### src/rtl/seq_divider.sv
// seq_divider: iterative unsigned restoring divider.
// One quotient bit is produced per clock using a trial subtract (A + ~B + 1).
// A start/done handshake controls it, and the results are held between completions.
//
//   state | meaning
//   ------+----------------------------------------------------------
//   IDLE  | waiting for start_in; results hold the last completion
//   CALC  | one restoring iteration per edge, busy_out high
//   DONE  | results just updated, done_out high for this one cycle
module seq_divider #(
    parameter int WIDTH = 4
) (
    input  logic             clk_in,
    input  logic             rst_n_in,
    input  logic             start_in,
    input  logic [WIDTH-1:0] dividend_in,
    input  logic [WIDTH-1:0] divisor_in,
    output logic             busy_out,
    output logic             done_out,
    output logic [WIDTH-1:0] quotient_out,
    output logic [WIDTH-1:0] remainder_out,
    output logic             div_by_zero_out
);

    localparam int CNT_W = $clog2(WIDTH + 1);
    localparam logic [CNT_W-1:0] CNT_LAST = CNT_W'(WIDTH - 1);
    localparam logic [WIDTH:0]   ONE_EXT  = {{WIDTH{1'b0}}, 1'b1};

    typedef enum logic [1:0] {
        ST_IDLE = 2'd0,
        ST_CALC = 2'd1,
        ST_DONE = 2'd2
    } state_t;

    state_t           state;
    state_t           state_nxt;
    logic [CNT_W-1:0] cnt;
    logic [WIDTH-1:0] q_work;
    // The remainder held between iterations is always below the divisor,
    // so WIDTH bits are enough. Only the shifted trial value needs WIDTH+1.
    logic [WIDTH-1:0] r_work;
    logic [WIDTH-1:0] d_reg;

    logic             accept;
    logic             last_iter;
    logic [WIDTH:0]   r_shift;
    logic [WIDTH-1:0] q_shift;
    logic [WIDTH:0]   trial;
    logic [WIDTH-1:0] r_next;
    logic [WIDTH-1:0] q_next;

    // One restoring step: shift in the next dividend bit, then trial-subtract the divisor.
    always_comb begin
        r_shift = {r_work, q_work[WIDTH-1]};
        q_shift = {q_work[WIDTH-2:0], 1'b0};
        trial   = r_shift + ~{1'b0, d_reg} + ONE_EXT;
        r_next  = r_shift[WIDTH-1:0];
        q_next  = q_shift;
        if (!trial[WIDTH]) begin
            r_next = trial[WIDTH-1:0];
            q_next = q_shift | {{(WIDTH-1){1'b0}}, 1'b1};
        end
    end

    // Next-state logic and the state-decoded handshake outputs.
    always_comb begin
        state_nxt = state;
        accept    = 1'b0;
        last_iter = 1'b0;
        busy_out  = 1'b0;
        done_out  = 1'b0;
        case (state)
            ST_IDLE, ST_DONE: begin
                done_out = (state == ST_DONE);
                if (start_in) begin
                    accept    = 1'b1;
                    state_nxt = (divisor_in == '0) ? ST_DONE : ST_CALC;
                end else begin
                    state_nxt = ST_IDLE;
                end
            end
            ST_CALC: begin
                busy_out  = 1'b1;
                last_iter = (cnt == CNT_LAST);
                if (last_iter) begin
                    state_nxt = ST_DONE;
                end
            end
            default: state_nxt = ST_IDLE;
        endcase
    end

    // State register.
    always_ff @(posedge clk_in or negedge rst_n_in) begin
        if (!rst_n_in) begin
            state <= ST_IDLE;
        end else begin
            state <= state_nxt;
        end
    end

    // Operand latch, iteration registers and result registers.
    always_ff @(posedge clk_in or negedge rst_n_in) begin
        if (!rst_n_in) begin
            cnt             <= '0;
            q_work          <= '0;
            r_work          <= '0;
            d_reg           <= '0;
            quotient_out    <= '0;
            remainder_out   <= '0;
            div_by_zero_out <= 1'b0;
        end else if (accept) begin
            cnt    <= '0;
            q_work <= dividend_in;
            r_work <= '0;
            d_reg  <= divisor_in;
            if (divisor_in == '0) begin
                quotient_out    <= '1;
                remainder_out   <= dividend_in;
                div_by_zero_out <= 1'b1;
            end
        end else if (state == ST_CALC) begin
            cnt    <= cnt + CNT_W'(1);
            q_work <= q_next;
            r_work <= r_next;
            if (last_iter) begin
                quotient_out    <= q_next;
                remainder_out   <= r_next;
                div_by_zero_out <= 1'b0;
            end
        end
    end

endmodule

### config.mk
export PLATFORM = sky130hd
export DESIGN_NAME = seq_divider
export DESIGN_NICKNAME = d
export VERILOG_FILES = /design/src/rtl/seq_divider.sv
export SDC_FILE = /design/constraint.sdc
export NUM_CORES = 1
export LEC_CHECK = 0
export BUFFER_PORTS_ARGS = -buffer_cell sky130_fd_sc_hd__buf_2
export CAP_MARGIN = 15
export CORE_MARGIN = 2
export CORE_UTILIZATION = 58
export CTS_BUF_LIST = sky130_fd_sc_hd__clkbuf_8
export CTS_CLUSTER_DIAMETER = 30
export CTS_CLUSTER_SIZE = 14
export DETAILED_ROUTE_END_ITERATION = 12
export PLACE_DENSITY = 0.8
export SKIP_LAST_GASP = 1
export SYNTH_ARGS = -nofsm -noshare
export SYNTH_HDL_FRONTEND = slang
export SYNTH_SLANG_ARGS = --single-unit
### constraint.sdc
create_clock -name clk_in -period 2.6 [get_ports clk_in]
set_clock_uncertainty 0.2 [all_clocks]
set_input_delay 0.13 -clock clk_in [delete_from_list [all_inputs] [get_ports clk_in]]
set_output_delay 0.13 -clock clk_in [all_outputs]
set_load 0.05 [all_outputs]
==> impl_metrics.toml, run 1 <==
[yosys]
yosysTopAreaCellShare_pct = 46.2
synthFlopType = "dfrtp_1"
yosys-top-cells-area = "dfrtp_1, nand2_1, ha_1"
synthArstFlopShare_pct = 100
yosysMostFrequentCell = "dfrtp_1"
ys_types = 35
synth_top_cell_by_area = "dfrtp_1"
synth-seq-cells = 26
syn_avg_cell_area_um2 = 9.33
syn-num-nets = 169
yosysWarnings = 0
yosysSeqAreaShare_pct = 46.2
netlist_area_um2 = 1410
synth_cells = 151
synth_edf_count = 0
yosys-top-cells-count = "dfrtp_1, nand2_1, nor2_1"

[critical_path]
path_delay_family = "adder cells"
timing.rr.start = "q_work[3]"
regToRegSetupSlack_ns = 0.23
cp-startpoint = "q_work[3]"
crit_chain = "inv_1 -> ha_1 -> fa_1 -> nand2b_1 -> o2bb2ai_4 -> xnor2_4 -> a211oi_1 -> o22ai_1"
endpoint_kind = "flop"
worst_setup_path_start_kind = "flop"
cp_max_fo = 10
cp.required_ns = 2.55
reg2regPathDepth = 8
r2r-end = "remainder_out[3]"
cp_slowest_cell = "fa_1"
cp_slowest_stage_delay_ns = 0.40
critical_path_buf_inv_count = 1
crit_type = "flop to flop"
cp.arrival_ns = 2.32

[hold_path]
hp-start = "start_in"
worstHoldEndpoint = "r_work[3]"
hold_path_class = "input pin to flop"
whs_path_depth = 4

[routing]
post_drt_wl_per_cell_um = 14.6
firstDrtPassIters = 5
drt_wl_total_um = 3020
avgViaCountPerCell = 5.60
antenna_left = 0
drcViolationCount = 0
drtIter0Drc = 18
num_vias = 1160

[sta]
rsz0062_at_grt = "no"
setup_violations = 0
post-route-min-period_ns = 2.37
hold_viol = 0
period_share_pct = 91.2
tns_ns = 0
fmax_mhz = 422
relSlewSlack_pct = 47.9
drv_slew = 0
tightestPinTransition_ns = 0.779

[layout]
fin_nets = 198
antenna_cells = 0
drive_gt1_share_pct = 17.9
area_growth_pct = 19.5

[clock_tree]
cts_hold_buf = 9
cts_buffers = 3
clk_path_buf_depth = 2
postCtsSetupBuffers = 0
clk_pin_slew_ns = 0.09
numClockSinks = 26
ctsResizeCount = 0
clkLatencyLatePin_ns = 0.27
cts_tree = "yes"
cts_max_level = 1
cts_root_buf = "clkbuf_8"

[floorplanning]
core.rowCount = 17
die_h_um = 53.3
ioPinCount = 22
die_w_um = 53.3
die_area_um2 = 2840
initial_utilization_pct = 62.5
core_area_um2 = 2250

[grt]
grt_pass1_vias = 1204
grt_max_degree = 27
grt_overflow_total = 0
grt_usage_pct = 26.3
grt_pass1_wl_um = 5300
grt_antenna_before_repair = 0

[run]
maxCapViolCount = 0

[place]
place_congestion = 0.848
dp_hpwl_um = 2210
port-buffer-count = 21

[run_status]
status = "completed"
==> area by class of cell <==
cell class              count  area [µm²]
clock buffers               3        41.3
flip-flops and latches     26         651
multi-input cells         107         679
fillers                   168         571
inverters                  10        37.5
clock inverters             1        30.0
well taps                  28        35.0
repair buffers             32         210
==> worst max-delay path by stage <==
stage	endpoint	slack [ns]	cells past startpoint
after floorplan	remainder_out[3]	0.42	8
after global placement	remainder_out[3]	0.35	8
after detailed placement	remainder_out[3]	0.27	8
after CTS	remainder_out[3]	0.23	8
after global routing	remainder_out[3]	0.07	8
final	remainder_out[3]	0.23	8
==> logic make-up (layout without fill, tap and decap cells) <==
logic type | count (synthesis) | after routing | synth area share (%)
multiplexers | 2 | 2 | 1.42
XOR/XNOR | 3 | 3 | 3.20
AND/OR/NAND/NOR | 62 | 62 | 20.2
flip-flops | 26 | 26 | 46.2
AO/OA/AOI/OAI | 33 | 33 | 16.7
adder cells (fa/ha/maj) | 7 | 7 | 6.75
buffers and inverters | 18 | 46 | 5.60
==> placed cells by master, fill, tap and decap left out, drive strengths merged, types with 3 or more instances in the layout <==
cell and count:
a21o 4, a21oi 6, a41oi 3, buf 23, clkbuf 3, dfrtp 26
dlygate4sd3 9, ha 6, inv 10, nand2 24, nand2b 3, nand3 7
nor2 14, nor3 8, o21ai 11
==> through the flow <==
stage / cell area, µm² / hold slack [ns] / setup WS [ns] / utilization [%] / std cells
2_1_floorplan: 1410 / -0.366 / 0.425 / - / 151
6_report: 1680 / 0.162 / 0.229 / 74.7 / 207
4_1_cts: 1680 / 0.154 / 0.231 / 74.7 / 207
5_1_grt: 1680 / 0.193 / 0.0680 / 74.7 / 207
3_5_place_dp: 1520 / -0.0340 / 0.272 / 67.5 / 194
3_3_place_gp: 1520 / -0.0453 / 0.353 / 67.5 / 194
==> worst min-delay path: stages <==
cell      delay, ns
buf_2          0.09
nand2b_1       0.20
o21ai_0        0.14
a21oi_1        0.05
==> per-layer routing <==
layer | global-route usage [%] | vias up | part of all wire [%]
met5 | 0 | - | 0
met4 | 10.3 | 0 | 1.8
met3 | 4.24 | 7 | 2.9
met2 | 44.7 | 27 | 50
met1 | 33.2 | 553 | 46
li1 | - | 573 | -
Power of run 1 is left out: the tool's default activity adds up to more than one toggle a clock period on the data nets, which glitch-free logic cannot reach.
==> inputs of run 2 (changes only) <==
--- a/config.mk
+++ b/config.mk
@@ -10,3 +10,3 @@
 export CORE_MARGIN = 2
-export CORE_UTILIZATION = 58
+export CORE_UTILIZATION = 55
 export CTS_BUF_LIST = sky130_fd_sc_hd__clkbuf_8
@@ -15,3 +15,4 @@
 export DETAILED_ROUTE_END_ITERATION = 12
-export PLACE_DENSITY = 0.8
+export PLACE_DENSITY = 0.77
+export REMOVE_ABC_BUFFERS = 1
 export SKIP_LAST_GASP = 1
--- a/constraint.sdc
+++ b/constraint.sdc
@@ -4,2 +4,2 @@
 set_output_delay 0.13 -clock clk_in [all_outputs]
-set_load 0.05 [all_outputs]
+set_load 0.01 [all_outputs]
==> run 2 against run 1 <==
  * Global-route usage decreased by 1.5 points
  * Cell area grew 0.59%
  * Routed wire length up 4.3%
  * Register-to-register slack improved by 0.03 ns
  * Clock-buffer cell count unchanged
  * Hold slack improved by 0.015 ns
  * Highest routed layer unchanged
  * First-iteration DRC count decreased by 22%
==> impl_metrics.toml, run 2 (synthesized netlist as in run 1, its figures left out) <==
[run_status]
status = "completed"

[power]
vdd_ir_drop_max_uv = 958
power.density_nw_per_um2 = 1460
power_leakage_nw = 0.798
power.share.combinational_pct = 55.8
p_int_mw = 1.41
pwr-share-seq_pct = 30.3
clkPwrFrac_pct = 13.9
p_sw_share_pct = 43.0
power.switching_mw = 1.07

[clock_tree]
cts_hold_buf = 9
numClockSinks = 26
cts_buffers = 3
clk_path_buf_depth = 2
cts_max_level = 1
clk_pin_slew_ns = 0.09
cts_root_buf = "clkbuf_8"
postCtsSetupBuffers = 0
ctsResizeCount = 0
cts_tree = "yes"
clkLatencyLatePin_ns = 0.28

[grt]
grt_pass1_vias = 1145
grt_usage_pct = 24.8
grt_overflow_total = 0
grt_pass1_wl_um = 5180
grt_antenna_before_repair = 0
grt_max_degree = 27

[floorplanning]
die_w_um = 54.6
ioPinCount = 22
core.rowCount = 18
initial_utilization_pct = 57.4
die_area_um2 = 2980
core_area_um2 = 2450
die_h_um = 54.6

[place]
dp_hpwl_um = 2250
place_congestion = 0.866
port-buffer-count = 21
dpl.cell_count = 197

[routing]
drtIter0Drc = 14
antenna_left = 0
post_drt_wl_per_cell_um = 15.0
firstDrtPassIters = 4
avgViaCountPerCell = 5.68
drt_wl_total_um = 3150
drcViolationCount = 0
num_vias = 1192

[critical_path]
reg2regPathDepth = 8
endpoint_kind = "flop"
cp.arrival_ns = 2.31
regToRegSetupSlack_ns = 0.26
crit_type = "flop to flop"
cp_max_fo = 10
cp.required_ns = 2.56
r2r-end = "r_work[2]"
timing.rr.start = "q_work[3]"
worst_setup_path_start_kind = "flop"

[hold_path]
hold_path_class = "input pin to async pin"

[layout]
instances_no_fill = 210
layout_commonest_cell = "dfrtp_1"
antenna_cells = 0
area_growth_pct = 20.2
utilization_pct = 69.0
drive_gt1_share_pct = 18.3
fin_nets = 199
final_cell_mix = "dfrtp_1, nand2_1, buf_2"

[sta]
period_share_pct = 90.2
relSlewSlack_pct = 60.9
setup_violations = 0
tightestPinTransition_ns = 0.586
holdWs_ns = 0.178
drv_slew = 0
hold_viol = 0
fmax_mhz = 427
rsz0062_at_grt = "no"
post-route-min-period_ns = 2.34
tns_ns = 0

[run]
maxCapViolCount = 0
## run 2: how the worst max path moves through the flow
stage / start / slack (ns) / end
2_1_floorplan: q_work[3] / 0.40 / r_work[2]
3_3_place_gp: q_work[3] / 0.35 / remainder_out[3]
3_5_place_dp: q_work[3] / 0.31 / remainder_out[3]
4_1_cts: q_work[3] / 0.27 / r_work[2]
5_1_grt: q_work[3] / 0.13 / remainder_out[3]
6_report: q_work[3] / 0.26 / r_work[2]
## run 2: area by class of cell
class                   count  area (µm²)
clock inverters             1        30.0
multi-input cells         107         679
clock buffers               3        41.3
fillers                   197         761
repair buffers             33         218
flip-flops and latches     26         651
well taps                  30        37.5
inverters                  10        37.5
## run 2: layer usage
metal / track usage (%) / up-vias / wire length, µm
met3: 2.46 / 5 / 101
met4: 7.50 / 0 / 42
li1: - / 581 / -
met5: 0 / - / 0
met1: 33.0 / 577 / 1410
met2: 42.5 / 29 / 1600
## run 2: worst max-delay path: stages (launching register included)
cell       delay, ns
dfrtp_1         0.37
inv_1           0.08
ha_1            0.22
fa_1            0.39
nand2b_1        0.20
o2bb2ai_4       0.22
xnor2_4         0.23
mux2i_1         0.24
o31ai_2         0.07
## run 2: through the flow
stage	total power, mW	area [µm²]	worst slack (ns)
final	2.48	1690	0.255
after detailed placement	2.12	1530	0.308
after global placement	2.07	1530	0.355
after CTS	2.49	1690	0.268
after floorplan	1.75	1370	0.399
after global routing	2.69	1690	0.129
## run 2: power by group through the flow
stage	clock, mW	combinational [mW]	sequential [mW]
2_1_floorplan	0	0.997	0.755
6_report	0.344	1.38	0.752
3_5_place_dp	0	1.36	0.759
4_1_cts	0.347	1.39	0.751
3_3_place_gp	0	1.33	0.746
5_1_grt	0.359	1.56	0.777
Note: power is estimated with default switching activity, not from simulation.
==> inputs of run 3 (changes only) <==
- CTS_BUF_LIST: sky130_fd_sc_hd__clkbuf_8 -> not set
==> run 3 against run 2 <==
  * Via count is 1.1% lower
  * Clock-buffer cell count unchanged
  * Final cell count did not move
  * Setup slack lost 0.0044 ns
==> impl_metrics.toml, run 3 (synthesized netlist as in run 1, its figures left out) <==
[sta]
drv_slew = 0
period_share_pct = 90.3
hold_viol = 0
relSlewSlack_pct = 60.4
setup_ws_ns = 0.251
setup_violations = 0
post-route-min-period_ns = 2.35
rsz0062_at_grt = "no"
tns_ns = 0
fmax_mhz = 426
tightestPinTransition_ns = 0.593

[grt]
grt_antenna_before_repair = 0
grt_usage_pct = 24.2
grt_max_degree = 27
grt_pass1_vias = 1128
grt_overflow_total = 0
grt_pass1_wl_um = 5110

[critical_path]
reg2regPathDepth = 8
cp.arrival_ns = 2.38
regToRegSetupSlack_ns = 0.25
crit_type = "flop to flop"
endpoint_kind = "flop"
timing.rr.start = "q_work[3]"
cp_max_fo = 10
cp.required_ns = 2.63
worst_setup_path_start_kind = "flop"
r2r-end = "remainder_out[3]"

[clock_tree]
cts_tree = "yes"
cts_root_buf = "clkbuf_4"
numClockSinks = 26
cts_buffers = 3
clk_path_buf_depth = 2
clk_pin_slew_ns = 0.15
cts_max_level = 1
clkLatencyLatePin_ns = 0.33
postCtsSetupBuffers = 0

[hold_path]
hold_path_class = "input pin to async pin"

[floorplanning]
initial_utilization_pct = 57.4
core_area_um2 = 2450
die_w_um = 54.6
ioPinCount = 22
die_h_um = 54.6
die_area_um2 = 2980
core.rowCount = 18

[power]
vdd_ir_drop_max_uv = 959
power_leakage_nw = 0.790
power.density_nw_per_um2 = 1430

[layout]
area_growth_pct = 18.9
drive_gt1_share_pct = 18.3
fin_nets = 199
final_cell_mix = "dfrtp_1, nand2_1, buf_2"
layout_commonest_cell = "dfrtp_1"
antenna_cells = 0

[routing]
antenna_left = 0
avgViaCountPerCell = 5.61
drt_wl_total_um = 3050
num_vias = 1179
post_drt_wl_per_cell_um = 14.5
drcViolationCount = 0
firstDrtPassIters = 4
drtIter0Drc = 22

[place]
place_congestion = 0.866
dp_hpwl_um = 2250
pre_cts_ws_ns = 0.308
port-buffer-count = 21

[run]
maxCapViolCount = 0

[run_status]
status = "completed"
run 3: cell count changes in the layout (fill, tap and decap cells not counted):
cell	previous run	this run
clkbuf_4	0	3
clkbuf_8	3	0
run 3: worst max-delay path, stage by stage (launching register included):
cell       delay, ns
dfrtp_1         0.39
inv_1           0.08
ha_1            0.22
fa_1            0.39
nand2b_1        0.20
o2bb2ai_4       0.22
xnor2_4         0.18
a211oi_1        0.25
o22ai_1         0.11
run 3: cell type report:
cell class                      count  area (µm²)
Clock inverter                      1        30.0
Sequential cell                    26         651
Tap cell                           30        37.5
Timing Repair Buffer               33         218
Multi-Input combinational cell    107         679
Inverter                           10        37.5
Clock buffer                        3        22.5
Fill cell                         196         779
run 3: metrics by stage:
stage / cell area (µm²) / util (%) / std cells / hold WS [ns] / power [mW]
6_report: 1680 / 68.2 / 210 / 0.110 / 2.40
5_1_grt: 1680 / 68.2 / 210 / 0.138 / 2.62
4_1_cts: 1680 / 68.2 / 210 / 0.112 / 2.41
3_5_place_dp: 1530 / 62.4 / 197 / -0.0364 / 2.12
3_3_place_gp: 1530 / 62.4 / 197 / -0.0361 / 2.07
2_1_floorplan: 1370 / - / 143 / -0.366 / 1.75
run 3: worst max-delay path by stage:
stage	start	to	slack (ns)	depth (start not counted)
6_report	q_work[3]	remainder_out[3]	0.25	8
5_1_grt	q_work[3]	remainder_out[3]	0.12	8
3_3_place_gp	q_work[3]	remainder_out[3]	0.35	8
2_1_floorplan	q_work[3]	r_work[2]	0.40	8
3_5_place_dp	q_work[3]	remainder_out[3]	0.31	8
4_1_cts	q_work[3]	remainder_out[3]	0.27	8
run 3: what timing repair did:
item / in CTS / in global routing
resized for setup: 0 / 0
hold buffers: 9 / 0
endpoints found under the hold margin: 40 / 0
run 3: power by group:
group          internal, mW  total, mW  switching, mW  leakage [nW]
registers             0.599      0.750          0.150         0.314
clock network         0.156      0.284          0.128        0.0279
logic                 0.605       1.37          0.763         0.448
run 3: per-layer routing:
layer | share of wire [%] | global-route usage [%] | wire, µm
met3 | 4.2 | 2.46 | 128
met5 | 0 | 0 | 0
met4 | 0.72 | 6.25 | 22
met1 | 44 | 32.5 | 1350
met2 | 51 | 41.7 | 1560
